**config.mk**
```make
export PLATFORM = sky130hd
export DESIGN_NAME = display_planes
export DESIGN_NICKNAME = d
export VERILOG_FILES = /design/src/rtl/display_planes.sv
export SDC_FILE = /design/constraint.sdc
export NUM_CORES = 1
export LEC_CHECK = 0
export CORE_ASPECT_RATIO = 1.75
export CORE_MARGIN = 2
export CORE_UTILIZATION = 40
export CTS_CLUSTER_DIAMETER = 50
export CTS_CLUSTER_SIZE = 28
export DETAILED_ROUTE_END_ITERATION = 8
export SLEW_MARGIN = 20
export SYNTH_ARGS = -nofsm -noshare
export SYNTH_HDL_FRONTEND = slang
export SYNTH_SLANG_ARGS = --single-unit
```
**constraint.sdc**
```tcl
create_clock -name clk -period 2.9 [get_ports clk]
set_clock_uncertainty 0.05 [all_clocks]
set_input_delay 0.58 -clock clk [delete_from_list [all_inputs] [get_ports clk]]
set_output_delay 0.58 -clock clk [all_outputs]
set_load 0.01 [all_outputs]
```
**src/rtl/display_planes.sv**
```systemverilog
// display_planes: multi-plane framebuffer scan-out with pixel replication.
// Define DISPLAY_PALETTE_EN for a writable four-entry palette.
module display_planes #(
   parameter int PLANES     = 2,
   parameter int WORD_W     = 16,
   parameter int ADDR_W     = 10,
   parameter int FIELD_W_LO = 64,
   parameter int FIELD_H_LO = 32,
   parameter int FIELD_W_HI = 128,
   parameter int FIELD_H_HI = 64,
   parameter int HMULT_LO   = 10,
   parameter int HMULT_HI   = 5,
   parameter int VMULT_LO   = 12,
   parameter int VMULT_HI   = 6,
   parameter int Y0         = 48,
   parameter int Y_LAST     = 479
) (
   input  logic                     clk,
   input  logic                     res,
   input  logic                     hires,
   input  logic                     frameStart,
   input  logic                     lineStart,
   input  logic                     pixelEnable,
   input  logic [10:0]              pixelY,
   output logic [ADDR_W-1:0]        fbAddr,
   output logic                     fbRe,
   input  logic [PLANES*WORD_W-1:0] fbData,
   output logic [2:0]               r,
   output logic [2:0]               g,
   output logic [1:0]               b,
   output logic                     outsidePlayfield
`ifdef DISPLAY_PALETTE_EN
   ,
   input  logic                     palWe,
   input  logic [1:0]               palIdx,
   input  logic [7:0]               palData
`endif
);

   localparam int CW = 8;
   localparam int BW = $clog2(WORD_W);
   localparam int WC = $clog2(FIELD_W_HI / WORD_W) + 2;

   localparam logic [10:0] Y0_V    = 11'(Y0);
   localparam logic [10:0] YLAST_V = 11'(Y_LAST);
   localparam logic [10:0] YEND_LO =
      11'(Y0 + FIELD_H_LO * VMULT_LO);
   localparam logic [10:0] YEND_HI =
      11'(Y0 + FIELD_H_HI * VMULT_HI);

   typedef enum logic [2:0] {
      IDLE, FETCH0, PRIME, RUN, DONE
   } state_t;

   state_t state, state_nx;

   logic                     mode_r;
   logic                     blank;
   logic                     hold_ld;
   logic [CW-1:0]            h_cnt;
   logic [CW-1:0]            v_cnt;
   logic [BW-1:0]            bit_cnt;
   logic [WC-1:0]            word_cnt;
   logic [ADDR_W-1:0]        line_addr;
   logic [ADDR_W-1:0]        addr_q;
   logic [PLANES*WORD_W-1:0] sh;
   logic [PLANES*WORD_W-1:0] hold;

   logic [CW-1:0]     hmult_m1;
   logic [CW-1:0]     vmult_m1;
   logic [CW-1:0]     vmult_m1_new;
   logic [WC-1:0]     words_m1;
   logic [ADDR_W-1:0] row_words;
   logic [10:0]       y_end;

   logic       in_field;
   logic       run_px;
   logic       h_wrap;
   logic       bit_wrap;
   logic       last_word;
   logic       fetch_more;
   logic       rd_run;
   logic       show;
   logic [1:0] idx;
   logic [7:0] colour;
   logic [7:0] pix;

   // geometry of the latched mode (and of the incoming one at frameStart)
   always_comb begin
      hmult_m1 = mode_r ? CW'(HMULT_HI - 1)
                        : CW'(HMULT_LO - 1);
      vmult_m1 = mode_r ? CW'(VMULT_HI - 1)
                        : CW'(VMULT_LO - 1);
      vmult_m1_new = hires ? CW'(VMULT_HI - 1)
                           : CW'(VMULT_LO - 1);
      words_m1 = mode_r ? WC'(FIELD_W_HI / WORD_W - 1)
                        : WC'(FIELD_W_LO / WORD_W - 1);
      row_words = mode_r ? ADDR_W'(FIELD_W_HI / WORD_W)
                         : ADDR_W'(FIELD_W_LO / WORD_W);
      y_end = mode_r ? YEND_HI : YEND_LO;
   end

   assign in_field = (pixelY >= Y0_V) && (pixelY < y_end);
   assign outsidePlayfield = !in_field;

   assign run_px = (state == RUN) && pixelEnable &&
                   !frameStart && !lineStart;
   assign h_wrap    = (h_cnt == hmult_m1);
   assign bit_wrap  = (bit_cnt == BW'(WORD_W - 1));
   assign last_word = (word_cnt == words_m1);
   assign fetch_more = (word_cnt + WC'(2)) <= words_m1;
   assign rd_run = run_px && h_wrap && bit_wrap &&
                   !last_word && fetch_more;

   // state register
   always_ff @(posedge clk or negedge res) begin
      if (!res) state <= IDLE;
      else      state <= state_nx;
   end

   // next state and fetch strobes; reset forces the bus idle at once
   always_comb begin
      state_nx = state;
      fbRe     = 1'b0;
      fbAddr   = addr_q;
      if (frameStart) begin
         state_nx = IDLE;
      end else if (lineStart) begin
         if (in_field) begin
            state_nx = FETCH0;
            fbRe     = 1'b1;
            fbAddr   = line_addr;
         end else begin
            state_nx = IDLE;
         end
      end else begin
         unique case (state)
            FETCH0: begin
               fbRe     = 1'b1;
               fbAddr   = addr_q + ADDR_W'(1);
               state_nx = PRIME;
            end
            PRIME: state_nx = RUN;
            RUN: begin
               if (pixelEnable && h_wrap && bit_wrap) begin
                  if (last_word) begin
                     state_nx = DONE;
                  end else if (fetch_more) begin
                     fbRe   = 1'b1;
                     fbAddr = addr_q + ADDR_W'(1);
                  end
               end
            end
            default: state_nx = state;
         endcase
      end
      if (!res) begin
         fbRe   = 1'b0;
         fbAddr = '0;
      end
   end

   // frame/line bookkeeping, word pipeline and pixel replication
   always_ff @(posedge clk or negedge res) begin
      if (!res) begin
         mode_r    <= 1'b0;
         blank     <= 1'b1;
         hold_ld   <= 1'b0;
         h_cnt     <= '0;
         v_cnt     <= '0;
         bit_cnt   <= '0;
         word_cnt  <= '0;
         line_addr <= '0;
         addr_q    <= '0;
         sh        <= '0;
         hold      <= '0;
      end else begin
         hold_ld <= rd_run;
         if (fbRe) addr_q <= fbAddr;
         if (hold_ld || (state == PRIME && state_nx == RUN))
            hold <= fbData;
         if (state == FETCH0 && state_nx == PRIME)
            sh <= fbData;
         if (frameStart) begin
            mode_r    <= hires;
            blank     <= 1'b0;
            line_addr <= '0;
            v_cnt     <= vmult_m1_new;
            h_cnt     <= '0;
            bit_cnt   <= '0;
            word_cnt  <= '0;
         end else if (lineStart) begin
            h_cnt    <= '0;
            bit_cnt  <= '0;
            word_cnt <= '0;
            if (in_field) begin
               if (v_cnt == '0) begin
                  line_addr <= line_addr + row_words;
                  v_cnt     <= vmult_m1;
               end else begin
                  v_cnt <= v_cnt - CW'(1);
               end
            end
         end else if (run_px) begin
            if (!h_wrap) begin
               h_cnt <= h_cnt + CW'(1);
            end else begin
               h_cnt <= '0;
               if (!bit_wrap) begin
                  bit_cnt <= bit_cnt + BW'(1);
                  for (int p = 0; p < PLANES; p++)
                     sh[p*WORD_W +: WORD_W] <=
                        {sh[p*WORD_W +: WORD_W-1], 1'b0};
               end else begin
                  bit_cnt  <= '0;
                  word_cnt <= word_cnt + WC'(1);
                  sh       <= hold;
               end
            end
         end
      end
   end

   assign show = in_field && (state == RUN);

   // colour index from the plane MSBs, zero when nothing is shown
   always_comb begin
      idx = '0;
      if (show)
         for (int p = 0; p < PLANES; p++)
            idx[p] = sh[p*WORD_W + WORD_W - 1];
   end

`ifdef DISPLAY_PALETTE_EN
   logic [7:0] pal [4];

   // palette registers, host-writable
   always_ff @(posedge clk or negedge res) begin
      if (!res) begin
         pal[0] <= 8'h00;
         pal[1] <= 8'hFF;
         pal[2] <= 8'hD9;
         pal[3] <= 8'h6D;
      end else if (palWe) begin
         pal[palIdx] <= palData;
      end
   end

   assign colour = pal[idx];
`else
   // fixed index-to-colour map
   always_comb begin
      unique case (idx)
         2'd0:    colour = 8'h00;
         2'd1:    colour = 8'hFF;
         2'd2:    colour = 8'hD9;
         default: colour = 8'h6D;
      endcase
   end
`endif

   // border override, blanking and pixel gating
   always_comb begin
      pix = 8'h00;
      if (pixelEnable && !blank) begin
         if (pixelY == 11'd0 || pixelY == YLAST_V)
            pix = 8'hFF;
         else
            pix = colour;
      end
   end

   // registered 3-3-2 output
   always_ff @(posedge clk or negedge res) begin
      if (!res) {r, g, b} <= 8'h00;
      else      {r, g, b} <= pix;
   end

endmodule

```
# After elaboration in Yosys (flattened, before gate mapping)
# Cells that the tools add are included.
dict set report op_classes {
  n_mux 59
  n_bitwise 0
  shifts 0
  reduce_logical 34
  magnitude_cmp 3
  mul 0
  n_eq_ne 11
  n_div 0
  addsub 7
}
# operator n
set ops {}
lappend ops {{$mux 32} 6}
lappend ops {{$mux 10} 11}
lappend ops {{$mux 8} 10}
lappend ops {{$mux 4} 9}
lappend ops {{$mux 5} 5}
lappend ops {{$pmux 8 s3} 1}
lappend ops {{$pmux 10 s2} 1}
lappend ops {{$mux 3} 5}
lappend ops {{$logic_and 1x1->1} 14}
lappend ops {{$eq 3x2->1 const B} 4}
lappend ops {{$eq 11x9->1 const B} 1}
lappend ops {{$ge 11x6->1 const B} 1}
lappend ops {{$logic_not 11->1} 1}
lappend ops {{$lt 11x9->1 const B} 1}
lappend ops {{$add 10x1->10 const B} 1}
lappend ops {{$add 10x4->10} 1}
lappend ops {{$pmux 3 s3} 1}
lappend ops {{$reduce_bool 3->1} 3}
lappend ops {{$add 8x1->8 const B} 1}
lappend ops {{$eq 8x4->1} 1}
lappend ops {{$logic_not 8->1} 1}
lappend ops {{$mux 1} 8}
lappend ops {{$sub 8x1->8 const B} 1}
lappend ops {{$reduce_and 3->1} 2}
lappend ops {{16 further kinds} 24}
dict set report totals {
  ff_bits 123
  mem_bits_rw 0
  latch_bits 0
  rom_bits 0
  output_inout_bits 20
  n_memories 0
  word_cells 129
  inputBits 49
}

# Depth between registers and ports, before layout
dict set report depth {
  depth_word 15
  depth_mapped 10
  depth_no_buf 9
}

# Worst setup path before layout
# Ideal clock, no wire load.
dict set report synth_path {
  kind {register -> output}
  from {register word_cnt[1]}
  to {output port fbAddr[6]}
  stages_incl_launch_ff 11
  required_time_ns 2.270
  t_arrival_ns 2.450
  path_buffers 1
  setup_slack_ns -0.180
  path_cell_list {dfrtp_1 > ha_1 > ha_1 > and3b_1 > o21ai_1 > nand4b_4 > o41ai_4 > buf_6 > nand3_1 > xor2_1 > a21oi_1}
}
dict set report synth_via {
  elab_chain_len 9
  word_cells_on_any_way 10
  classes_between {add/sub (1); order compare (1); eq/ne (1); mux (7)}
}
# item line
set synth_lines {}
lappend synth_lines {{from (decl)} 63} ;# logic [WC-1:0] word_cnt;
lappend synth_lines {{from (signal assigned)} 216} ;# word_cnt <= word_cnt + WC'(1);
lappend synth_lines {{$add 5x2->5} 111} ;# assign fetch_more = (word_cnt + WC'(2)) <= words_m1;
lappend synth_lines {{$le 5x3->1} 111}
lappend synth_lines {{$mux 10} 148} ;# end else if (fetch_more) begin
lappend synth_lines {{$mux 10 (*)} 146} ;# if (last_word) begin
lappend synth_lines {{$mux 10 (*)} 145} ;# if (pixelEnable && h_wrap && bit_wrap) begin
lappend synth_lines {{$pmux 10 s2 (*)} 137} ;# unique case (state)
lappend synth_lines {{$mux 10 (*)} 128} ;# end else if (lineStart) begin
lappend synth_lines {{$mux 10 (*)} 126} ;# if (frameStart) begin
lappend synth_lines {{$mux 10 (*)} 157} ;# if (!res) begin
lappend synth_lines {{to (decl)} 25} ;# output logic [ADDR_W-1:0] fbAddr,
# Every way passes the cells marked *; elsewhere a longest branch is shown, timed or not.

# Final worst setup path
dict set report layout_path {
  from {register word_cnt[2]}
  to {output port fbAddr[6]}
}
# The elaborated chain is that of the path after synthesis.

==> flow_summary.toml <==
[synthesis]
synth_area_leaders = "dfrtp_1, mux2_2, nand2_1, a31oi_1, a211oi_1"
yosysWarnings = 0
synth_nets = 757
yosysSeqAreaShare = 0.443
postSynthAreaPerCell_sq_um = 9.54
ys.flop_type = "dfrtp_1"
synth.most_common_cell = "dfrtp_1"
synth_top_area_cell = "dfrtp_1"
synth_edf_count = 0
synth.top_cell.area_share = 0.439
synth_common_cells = "dfrtp_1, nand2_1, nor2_1"
syn_inst = 694
synthArstFlopShare = 1.00
yosys_register_bits = 117
netlist_area_sq_mm = 0.00662
netlist-cell-type-count = 75

[clock_tree]
clock_path_buffers = 2
clkLatencyLatePin_ns = 0.42
clock-sinks = 117
cts_tree = "built"
cts_max_level = 4
cts-root-buf = "clkbuf_16"
numCtsBuffers = 17
clk_pin_slew_ns = 0.06

[pwr]
clkPwrFrac = 0.410
peakVddDrop_mv = 0.367
p_int_w = 0.00365
seqPwrFrac = 0.410
switching_power_w = 0.00141
power_density_mw_per_mm2 = 576
swShare = 0.279
combPwrFrac = 0.180
cellLeakagePower_nw = 3.91

[grt]
gr-total-overflow = 0
grt_pass1_wl_microns = 29800
antenna_found_initial = 0
grt_pass1_vias = 6157
grtUsageTotal = 0.212
grt_max_degree = 63

[critical_path]
required_ns = 2.27
cp.buffers_inverters = 3
critPathMaxFanout = 4
critPathLaunchType = "flop"
worstPathArrival_ns = 2.89
crit_path_cell_trace = "ha_4 > ha_4 > and3b_1 > o21ai_2 > nand4b_4 > o41ai_4 > buf_4 > buf_4 > nand3_2 > xor2_1 > a21oi_2 > buf_2"
cp-end-kind = "primary output"
cp_top_family = "compound AO/OA/AOI/OAI gates"
worstSetupPathType = "reg2out"
cpPeakStageDelay_ns = 0.42
r2r_slack_ns = 0.12
slowest_stage = "dfrtp_1"
cp.depth = 12
ff2ff_path_depth = 12

[detailed_routing]
drtIter0Drc = 245
route.detailed.wl_per_inst_microns = 17.0
dr.pass1.iters = 4
drc = 0
routed_wl_microns = 17700
vias = 5799
ant_nets = 0
vias_per_cell = 5.56

[status]
violations = "negative setup slack"
status = "finished, violations left"

[place]
port_buffers = 68
hpwl_microns = 12700
gp_congestion = 0.859

[finish]
area_growth_pct = 32.8
n_antenna_cell = 0
fillers = 1488
drive_above_1_share = 0.262
multi_input_area_sq_mm = 0.00353
post-route-util = 0.540
nNetsFinal = 901
regArea_sq_mm = 0.00293

[sta]
fin_ws_ns = -0.618
min_period_ns = 3.52
slew_violations = 0
slew-limit-headroom = 0.552
grt_setup_unrepaired = "true"
max_freq_mhz = 284
timing.hold.ws_ns = 0.439
fin_crit_sh = 1.21
final_hold_viol_count = 0
finalSetupViolCount = 11
worst_slew_pin_slew_ns = 0.671

[floorplanning]
design.die.area_sq_mm = 0.0176
die_x_microns = 101
core-area_sq_mm = 0.0163
die_y_microns = 174
initial_core_util = 0.406
row_count = 62
pin_count = 69

[job]
maxCapViolations = 0

[worst_hold_path]
hold_depth = 1
hold_path.class = "reg2reg"
worst reg2reg max path, cell delays in order, from the launching register on:
cell,delay [ns]
dfrtp_1,0.42
ha_4,0.30
ha_4,0.19
and3b_1,0.17
o21ai_2,0.18
nand4b_4,0.14
o41ai_4,0.25
buf_4,0.20
buf_4,0.14
o221ai_2,0.10
inv_1,0.08
buf_4,0.12
mux2_2,0.32
cell type report:
cell class,instances,share of cell area
flip-flops and latches,117,0.333
clock buffers,18,0.0488
inverters,12,0.00512
clock inverters,14,0.0175
repair buffers,171,0.166
multi-input cells,519,0.402
well taps,192,0.0273
stage by stage:
stage | setup WS [ns] | instances | power [W] | TNS (ns) | instance area, sq um
floorplan | -0.0856 | 694 | 0.00262 | -0.356 | 6650
global placement | -0.688 | 999 | 0.00296 | -6.93 | 8070
detailed placement | -0.730 | 999 | 0.00301 | -7.78 | 8070
CTS | -0.796 | 1040 | 0.00510 | -8.15 | 8750
global route | -0.777 | 1043 | 0.00532 | -7.69 | 8790
finish | -0.618 | 1043 | 0.00506 | -6.04 | 8790
flip-flops by register name (all words and copies together), names as in the netlist, 2 cells and up:
signal,count
hold,32
sh,32
addr_q,10
h_cnt,8
line_addr,8
v_cnt,8
word_cnt,5
bit_cnt,4
state,3
b,2
g,2
logic make-up (layout without fill, tap and decap cells):
| family | Yosys count | after routing | share of synthesized area |
|---|---|---|---|
| compound gates | 164 | 164 | 0.174 |
| xor+xnor | 18 | 18 | 0.0238 |
| fa+ha+maj | 14 | 14 | 0.0276 |
| buf+inv | 58 | 215 | 0.0418 |
| flops | 117 | 117 | 0.443 |
| mux | 46 | 46 | 0.0760 |
| simple gates | 277 | 277 | 0.214 |
layout by cell type (no fill, tap or decap), types with 8 or more instances in the layout:
cell type,netlist,final
a211oi_1,31,31
a21oi_1,24,18
a31oi_1,38,38
and3_1,16,14
buf_2,14,10
buf_4,7,96
clkbuf_16,0,17
clkdlybuf4s50_1,0,50
dfrtp_1,116,116
ha_1,13,10
inv_1,11,11
mux2_2,34,34
mux2i_1,12,9
nand2_1,90,90
nand3_1,17,15
nand4_1,8,8
nor2_1,58,57
nor2b_1,35,35
nor3_1,10,10
o21ai_0,27,27
xor2_1,16,16
routing by layer:
layer | vias to the layer above | GRT usage | routed length (microns)
li1 | 2787 | - | -
met4 | 0 | 0.0867 | 475
met3 | 34 | 0.0294 | 484
met2 | 119 | 0.395 | 9840
met1 | 2859 | 0.236 | 6890
met5 | - | 0 | 0
path summary, 6_finish.rpt:
path                                               from                    end
worst min-delay path                  blank$_DFFE_PN1P_      blank$_DFFE_PN1P_
max in group asynchronous                           res       sh[31]$_DFF_PN0_
worst max register to register  word_cnt[2]$_DFFE_PN0P_  addr_q[3]$_DFFE_PN0P_
worst min register to register        blank$_DFFE_PN1P_      blank$_DFFE_PN1P_
min in group asynchronous                           res   v_cnt[5]$_DFFE_PN0P_
worst max-delay path            word_cnt[2]$_DFFE_PN0P_              fbAddr[6]
power groups by stage:
| stage | Sequential, W | Combinational, W | Clock, W |
|---|---|---|---|
| floorplan | 0.00204 | 0.000582 | 0 |
| global placement | 0.00208 | 0.000878 | 0 |
| detailed placement | 0.00209 | 0.000912 | 0 |
| CTS | 0.00207 | 0.000919 | 0.00211 |
| finish | 0.00207 | 0.000913 | 0.00207 |
| global route | 0.00211 | 0.00102 | 0.00220 |
timing repair:
item,4_1_cts,5_1_grt
buffers inserted,8,3
gates resized for setup,60,7
hold endpoints to repair,4,0
hold buffers,1,0
pin swaps,10,9
endpoints found under the setup margin,15,22
(Power assumes the default switching activity.)
